### src/rtl/traffic_pkg.sv
// Shared definitions for the highway/country traffic controller and its country-road car detector.
package traffic_pkg;

    typedef enum logic [1:0] {
        LIGHT_RED    = 2'd0,
        LIGHT_YELLOW = 2'd1,
        LIGHT_GREEN  = 2'd2
    } light_e;

    typedef enum logic [2:0] {
        DET_IDLE    = 3'd0,
        DET_QUALIFY = 3'd1,
        DET_REQUEST = 3'd2,
        DET_SERVE   = 3'd3,
        DET_RELEASE = 3'd4
    } det_state_e;

    localparam int DEF_DEBOUNCE_CYC = 4;
    localparam int DEF_HOLD_CYC     = 3;
    localparam int RUN_CNT_W        = 8;

    function automatic logic light_is_green(input logic [1:0] light);
        return light == LIGHT_GREEN;
    endfunction

    // The unused encoding 2'd3 counts as RED so a corrupted light never strands the detector.
    function automatic logic light_is_red(input logic [1:0] light);
        return (light == LIGHT_RED) || (light == 2'd3);
    endfunction

endpackage

### src/rtl/country_car_detector_run_counter.sv
// Clearable consecutive-event counter; `last` flags that one more event reaches the terminal count.
module run_counter #(
    parameter int W = 8
) (
    input  logic         clk,
    input  logic         rst,
    input  logic         clr,
    input  logic         inc,
    input  logic [W-1:0] term,
    output logic         last
);

    logic [W-1:0] cnt_q;
    logic [W-1:0] cnt_d;

    // Next count: clear wins over increment.
    always_comb begin
        cnt_d = cnt_q;
        if (clr) begin
            cnt_d = {W{1'b0}};
        end else if (inc) begin
            cnt_d = cnt_q + W'(1);
        end else begin
            cnt_d = cnt_q;
        end
    end

    // Count register.
    always_ff @(posedge clk or posedge rst) begin
        if (rst) begin
            cnt_q <= {W{1'b0}};
        end else begin
            cnt_q <= cnt_d;
        end
    end

    assign last = (cnt_q == (term - W'(1)));

endmodule

### src/rtl/country_car_detector.sv
// Debounces the country-road loop detector and holds the controller request until the vehicle is served.
module country_car_detector
    import traffic_pkg::*;
#(
    parameter int DEBOUNCE_CYC = DEF_DEBOUNCE_CYC,
    parameter int HOLD_CYC     = DEF_HOLD_CYC,
    parameter int CNT_W        = 8
) (
    input  logic             clk,
    input  logic             clear,
    input  logic             car_raw,
    input  logic [1:0]       country,
    output logic             ctrl,
    output logic             busy,
    output logic [CNT_W-1:0] served_cnt
);

    det_state_e             state_q;
    det_state_e             state_d;
    logic                   ctrl_q;
    logic                   ctrl_d;
    logic                   busy_q;
    logic                   busy_d;
    logic [CNT_W-1:0]       served_q;
    logic [CNT_W-1:0]       served_d;
    logic                   cnt_clr_s;
    logic                   cnt_inc_s;
    logic                   cnt_last_s;
    logic [RUN_CNT_W-1:0]   cnt_term_s;
    logic                   green_s;

    assign green_s = light_is_green(country);

    // One counter serves both the debounce run and the hold-off run; only the terminal differs.
    always_comb begin
        if (state_q == DET_SERVE) begin
            cnt_term_s = RUN_CNT_W'(HOLD_CYC);
        end else begin
            cnt_term_s = RUN_CNT_W'(DEBOUNCE_CYC);
        end
    end

    run_counter #(.W(RUN_CNT_W)) u_run_counter (
        .clk  (clk),
        .rst  (clear),
        .clr  (cnt_clr_s),
        .inc  (cnt_inc_s),
        .term (cnt_term_s),
        .last (cnt_last_s)
    );

    // Next-state and counter control.
    always_comb begin
        state_d   = state_q;
        served_d  = served_q;
        cnt_clr_s = 1'b0;
        cnt_inc_s = 1'b0;
        case (state_q)
            DET_IDLE: begin
                if (car_raw && cnt_last_s) begin
                    state_d   = DET_REQUEST;
                    cnt_clr_s = 1'b1;
                end else if (car_raw) begin
                    state_d   = DET_QUALIFY;
                    cnt_inc_s = 1'b1;
                end else begin
                    cnt_clr_s = 1'b1;
                end
            end
            DET_QUALIFY: begin
                if (!car_raw) begin
                    state_d   = DET_IDLE;
                    cnt_clr_s = 1'b1;
                end else if (cnt_last_s) begin
                    state_d   = DET_REQUEST;
                    cnt_clr_s = 1'b1;
                end else begin
                    cnt_inc_s = 1'b1;
                end
            end
            DET_REQUEST: begin
                cnt_clr_s = 1'b1;
                if (green_s) begin
                    state_d = DET_SERVE;
                end else begin
                    state_d = DET_REQUEST;
                end
            end
            DET_SERVE: begin
                // A controller override out of GREEN beats a completing hold count.
                if (!green_s) begin
                    state_d   = DET_REQUEST;
                    cnt_clr_s = 1'b1;
                end else if (car_raw) begin
                    cnt_clr_s = 1'b1;
                end else if (cnt_last_s) begin
                    state_d   = DET_RELEASE;
                    cnt_clr_s = 1'b1;
                    served_d  = served_q + CNT_W'(1);
                end else begin
                    cnt_inc_s = 1'b1;
                end
            end
            DET_RELEASE: begin
                cnt_clr_s = 1'b1;
                if (light_is_red(country)) begin
                    state_d = DET_IDLE;
                end else begin
                    state_d = DET_RELEASE;
                end
            end
            default: begin
                state_d   = DET_IDLE;
                cnt_clr_s = 1'b1;
            end
        endcase
    end

    // Outputs are decoded from the next state so they register alongside it.
    always_comb begin
        ctrl_d = (state_d == DET_REQUEST) || (state_d == DET_SERVE);
        busy_d = (state_d != DET_IDLE);
    end

    // State and output registers.
    always_ff @(posedge clk or posedge clear) begin
        if (clear) begin
            state_q  <= DET_IDLE;
            ctrl_q   <= 1'b0;
            busy_q   <= 1'b0;
            served_q <= {CNT_W{1'b0}};
        end else begin
            state_q  <= state_d;
            ctrl_q   <= ctrl_d;
            busy_q   <= busy_d;
            served_q <= served_d;
        end
    end

    assign ctrl       = ctrl_q;
    assign busy       = busy_q;
    assign served_cnt = served_q;

endmodule
### config.mk
export PLATFORM = sky130hd
export DESIGN_NAME = country_car_detector
export DESIGN_NICKNAME = d
export VERILOG_FILES = /design/src/rtl/traffic_pkg.sv /design/src/rtl/country_car_detector_run_counter.sv /design/src/rtl/country_car_detector.sv
export SDC_FILE = /design/constraint.sdc
export NUM_CORES = 1
export LEC_CHECK = 0
export ABC_AREA = 1
export CORE_UTILIZATION = 51
export CTS_BUF_LIST = sky130_fd_sc_hd__clkbuf_2
export CTS_CLUSTER_DIAMETER = 40
export DETAILED_ROUTE_END_ITERATION = 8
export PLACE_DENSITY = 0.81
export SYNTH_ARGS = -nofsm -noshare
export SYNTH_HDL_FRONTEND = slang
export SYNTH_SLANG_ARGS = --single-unit
### constraint.sdc
create_clock -name clk -period 1.48 [get_ports clk]
set_input_delay 0.37 -clock clk [delete_from_list [all_inputs] [get_ports clk]]
set_output_delay 0.37 -clock clk [all_outputs]
set_load 0.01 [all_outputs]
# --- Word level (Yosys, flattened, before mapping) ---
# Cells that the tools add are included.
word_totals:
  reg_bits: 21
  input_bits: 5
  out_inout_bits: 10
  word_cells: 53
op_classes:
  n_addsub: 3
  n_eq_ne: 9
  mux: 27
  bitwise_logic: 1
  reduce_logical: 8
op_table:
  columns: ["cell", "count"]
  rows:
  - ["$mux 3", 9]
  - ["$add 8x1->8 const B", 2]
  - ["$mux 8", 2]
  - ["$pmux 3 s5", 1]
  - ["$mux 1", 13]
  - ["$eq 3x2->1 const B", 4]
  - ["$eq 8x8->1", 1]
  - ["$pmux 1 s3", 2]
  - ["$eq 2x2->1 const B", 2]
  - ["$reduce_and 4->1", 1]
  - ["$sub 3x1->4 const B", 1]
  - ["$eq 3x1->1 const B", 1]
  - ["$eq 3x3->1 const B", 1]
  - ["$logic_not 3->1", 1]
  - ["$reduce_bool 3->1", 1]
  - ["$logic_not 2->1", 1]
  - ["$logic_or 1x1->1", 2]
  - ["$reduce_bool 2->1", 1]
  - ["$logic_and 1x1->1", 1]
  - ["$not 1->1", 1]

# --- Depth between registers and ports, before layout ---
logic_depth:
  depth_word: 10
  mapped_depth: 10

# --- Cells and area by module ---
# Synthesis repeated with hierarchy kept, for this count alone.
unflattened:
  cells_unflattened: 232
  hier_area_um2: 1524.0
by_module_without_submodules:
  columns: ["module", "n_inst", "cells_each", "area_per_inst_um2"]
  rows:
  - ["country_car_detector", 1, 111, 794.5]
  - ["run_counter", 1, 121, 729.4]

# --- Least setup slack after synthesis ---
# No wires, ideal clock.
synth_path:
  path_type: "input -> register"
  start: "input country[0]"
  end: "register served_q[5], in the netlist served_cnt[5]"
  setup_time_ps: 117
  t_arrival_ps: 1285
  required_ps: 1363
  slack_ps: 78
  stages: 9
  path_buffers: 0
  cell_sequence: "inv_1 > ha_1 > inv_1 > nor2_1 > nand3_4 > nor2_4 > nand2_1 > nand2_1 > nand2_1"
synth_via:
  elab_chain_cells: 2
synth_lines:
  columns: ["item", "line_no", "rtl"]
  rows:
  - ["from (decl)", "country_car_detector.sv:12", "input logic [1:0] country,"]
  - ["$eq 2x2->1", "traffic_pkg.sv:23", "return light == LIGHT_GREEN;"]
  - ["$reduce_and 4->1 (no source line)", null, null]
  - ["to (signal assigned)", "country_car_detector.sv:131", "served_q <= {CNT_W{1'b0}};"]
  - ["to (signal assigned)", "country_car_detector.sv:136", "served_q <= served_d;"]
  - ["to (decl)", "country_car_detector.sv:24", "logic [CNT_W-1:0] served_q;"]
# Every way passes these cells.
# A chain may end at the register's enable or synchronous reset.

# --- Worst setup path in the final report ---
layout_path:
  start: "register u_run_counter.cnt_q[3]"
  end: "register served_q[0], in the netlist served_cnt[0]"
layout_via:
  elab_chain_cells: 2
layout_lines:
  columns: ["item", "line_no", "rtl"]
  rows:
  - ["from (decl)", "country_car_detector_run_counter.sv:13", "logic [W-1:0] cnt_q;"]
  - ["from (signal assigned)", "country_car_detector_run_counter.sv:31", "cnt_q <= {W{1'b0}};"]
  - ["from (signal assigned)", "country_car_detector_run_counter.sv:33", "cnt_q <= cnt_d;"]
  - ["$eq 8x8->1", "country_car_detector_run_counter.sv:37", "assign last = (cnt_q == (term - W'(1)));"]
  - ["$reduce_and 4->1 (no source line)", null, null]
# Every way passes these cells.

==> impl_metrics.ini <==
[status]
status = finished with violations
violations = negative setup slack

[global_route]
grt_max_degree = 22
antenna_found_initial = 0
grt_pass1_vias = 1009
grt-ovfl-total = 0
grt_pass1_wl_mm = 4.119
grt_usage_pct = 21.93

[synth]
ys_top_cells_by_area = dfrtp_1, nand2_1, inv_1
synth_top_area_cell = dfrtp_1
syn-num-nets = 154
synth_cell_types = 24
ys.warnings.count = 0
syn_avg_cell_area_um2 = 8.159
synthCells = 146
synthesis.area_um2 = 1191
synth_seq_cells = 21
ys_seq_area_share_pct = 44.12
synth_top_area_share_pct = 44.12

[critical_path]
slowest_delay_ps = 440
start_kind = flip-flop
cpMaxStageDelayCell = dfrtp_1
crit_type = reg2reg
worst_r2r_endpoint = served_cnt[0]
crit_buf_inv = 2
timing.rr.start = u_run_counter.cnt_q[3]
startpoint = u_run_counter.cnt_q[3]
crit_family = simple AND/OR/NAND/NOR gates
cp-end-kind = flip-flop
worstPathCellList = nor2_2 -> nand2_2 -> nor2_4 -> inv_2 -> nor2_4 -> nand3_4 -> buf_4 -> xnor2_1
arrival_ps = 1820
rrSetupSlack_ps = -60
crit_required_ps = 1750
worst-path-stages = 8
crit_end = served_cnt[0]
crit_top_cell = nor2_4
cp_max_fo = 4
rr_worst_depth = 8

[floorplan]
die_h_um = 50.33
io_pins = 15
die_w_um = 50.33
floorplan.initialDensity_pct = 53.85
core_area_um2 = 2212
die_area_um2 = 2533
row_count = 17

[cts]
clkTransAtPathRegs_ps = 210
root_buffer = clkbuf_2
cts_tree = built
clockBufferDepth = 2
htreeDepth = 1
cts_hold_buffers = 0
cts_sinks = 21
clock_latency_ps = 340
numCtsBuffers = 3

[finish]
area_delta_synth_final_pct = 43.59
antennaDiodeCount = 0
final_nets = 207
drive_gt1_share_pct = 32.32

[power]
leakage_nw = 0.8938
power.density_cell_area_nw_per_um2 = 1169
ir_drop_v = 0.001016
p_total_mw = 2.000

[route]
vias = 1154
drtAntennaViolNets = 0
drtIter0Drc = 48
wl_per_cell_um = 13.03
drt-total-wl_mm = 2.945
drc = 0
drtPass1Iterations = 5
post_drt_via_cell_ratio = 5.106

[placement]
io_buffers = 14
dp_hpwl_mm = 1.721
gp_congestion = 0.9002
place_ws_ps = -412.3

[timing]
clock.fmax_mhz = 647.5
setup_violations = 14
worst_pin_slew_ps = 302.4
worst_slack_ps = -64.32
period_share_pct = 104.3
drv_slew = 0
relSlewSlack_pct = 79.65
hold_viol_final = 0
rsz0062_at_grt = true
skew_ps = 2.872
min_period_ps = 1544

[job]
drv_cap = 0

[worst_hold_path]
hold_class = in2async
## placed cells by master, fill, tap and decap left out
master	count
nor2_1	15
or2_2	1
buf_6	3
inv_1	23
inv_2	2
a21oi_1	2
nor2_2	4
ha_1	3
nor2_4	4
xor2_1	5
nand3b_1	1
dlygate4sd2_1	9
nor4_1	1
dfrtp_1	21
nand3_4	3
nand3_2	4
nor3_1	2
clkinv_2	1
buf_4	31
nand3_1	5
nand4_1	6
nand2_1	25
a21oi_2	1
o21bai_2	1
clkdlybuf4s15_1	1
clkdlybuf4s50_1	4
nand2_4	1
o21ai_1	4
clkbuf_2	3
nand2_2	5
a41oi_1	1
xnor2_1	6
## stage by stage
stage / cell area [um^2] / util (%) / hold slack [ps] / TNS, ps / instances
global route: 1710 / 77.32 / 329.7 / -2347 / 226
finish: 1710 / 77.32 / 326.3 / -546.8 / 226
global placement: 1456 / 65.84 / 504.3 / -5275 / 200
CTS: 1549 / 70.02 / 331.2 / -37.80 / 215
detailed placement: 1456 / 65.84 / 516.1 / -6114 / 200
floorplan: 1191 / - / 346.5 / 0 / 146
## worst min-delay path by stage
stage / from / end / slack [ps] / cells past startpoint
finish: clear / served_cnt[0] / 330 / 3
detailed placement: served_cnt[3] / served_cnt[3] / 520 / 1
CTS: clear / served_cnt[5] / 330 / 3
floorplan: clear / busy / 350 / 1
global placement: served_cnt[3] / served_cnt[3] / 500 / 1
global route: clear / served_cnt[7] / 330 / 3
## layer usage
metal	track usage (%)	share of wire, %	vias to the layer above
met3	3.939	4.6	13
li1	-	-	562
met2	36.89	52	39
met1	26.50	41	540
met5	0	0	-
met4	11.57	2.6	0
## cell families (layout without fill, tap and decap cells)
logic type,Yosys count,in the layout,share of synthesized area [%]
and+or+nand+nor,77,77,32.14
buffers and inverters,25,77,7.878
DFF,21,21,44.12
AOI/OAI and AO/OA,9,9,4.621
adders and majority gates,3,3,3.152
xor gates and xnor gates,11,11,8.088
## report_power, final
group          switching [mW]  internal (mW)  leakage, nW
Combinational           0.623          0.403        0.601
Sequential             0.0598          0.665        0.277
Clock                   0.188         0.0613       0.0164
Total                   0.871           1.13        0.894
## area by class of cell
class                           instances  area [um^2]
Clock buffer                            3        15.01
Clock inverter                          1        5.005
Multi-Input combinational cell        100        640.6
Timing Repair Buffer                   48        395.4
Fill cell                             160        501.7
Inverter                               25        93.84
Tap cell                               28        35.03
Sequential cell                        21        525.5
## worst reg2reg max path, cell delays in order, from the launching register on
cell	delay, ps
dfrtp_1	440
nor2_2	150
nand2_2	80
nor2_4	160
inv_2	60
nor2_4	140
nand3_4	110
buf_4	160
xnor2_1	170
## flip-flops by register name, indices dropped and copies added, names as in the netlist
| name | cells |
|---|---|
| busy | 1 |
| ctrl | 1 |
| served_cnt | 8 |
| state_q | 3 |
| u_run_counter.cnt_q | 8 |
## cell usage after synthesis
cell type / n
inv_1: 24
nand3_1: 9
xor2_1: 5
a21oi_1: 3
nor2_1: 19
nand3_2: 2
nor2_2: 1
o21ai_0: 3
nor3_1: 2
nand2_2: 2
nand4_1: 6
a41oi_1: 1
xnor2_1: 6
nand2_1: 29
nor4_1: 1
inv_2: 1
o21ai_1: 1
dfrtp_1: 21
nor2_4: 3
or2_2: 1
nand3_4: 1
o21bai_2: 1
ha_1: 3
nand3b_1: 1
## timing repair
action | CTS | global route
gates resized for setup | 11 | 24
buffers inserted | 11 | 11
setup endpoints to repair | 17 | 21
pin swaps | 0 | 15
Power figures use the tool's default switching activity.
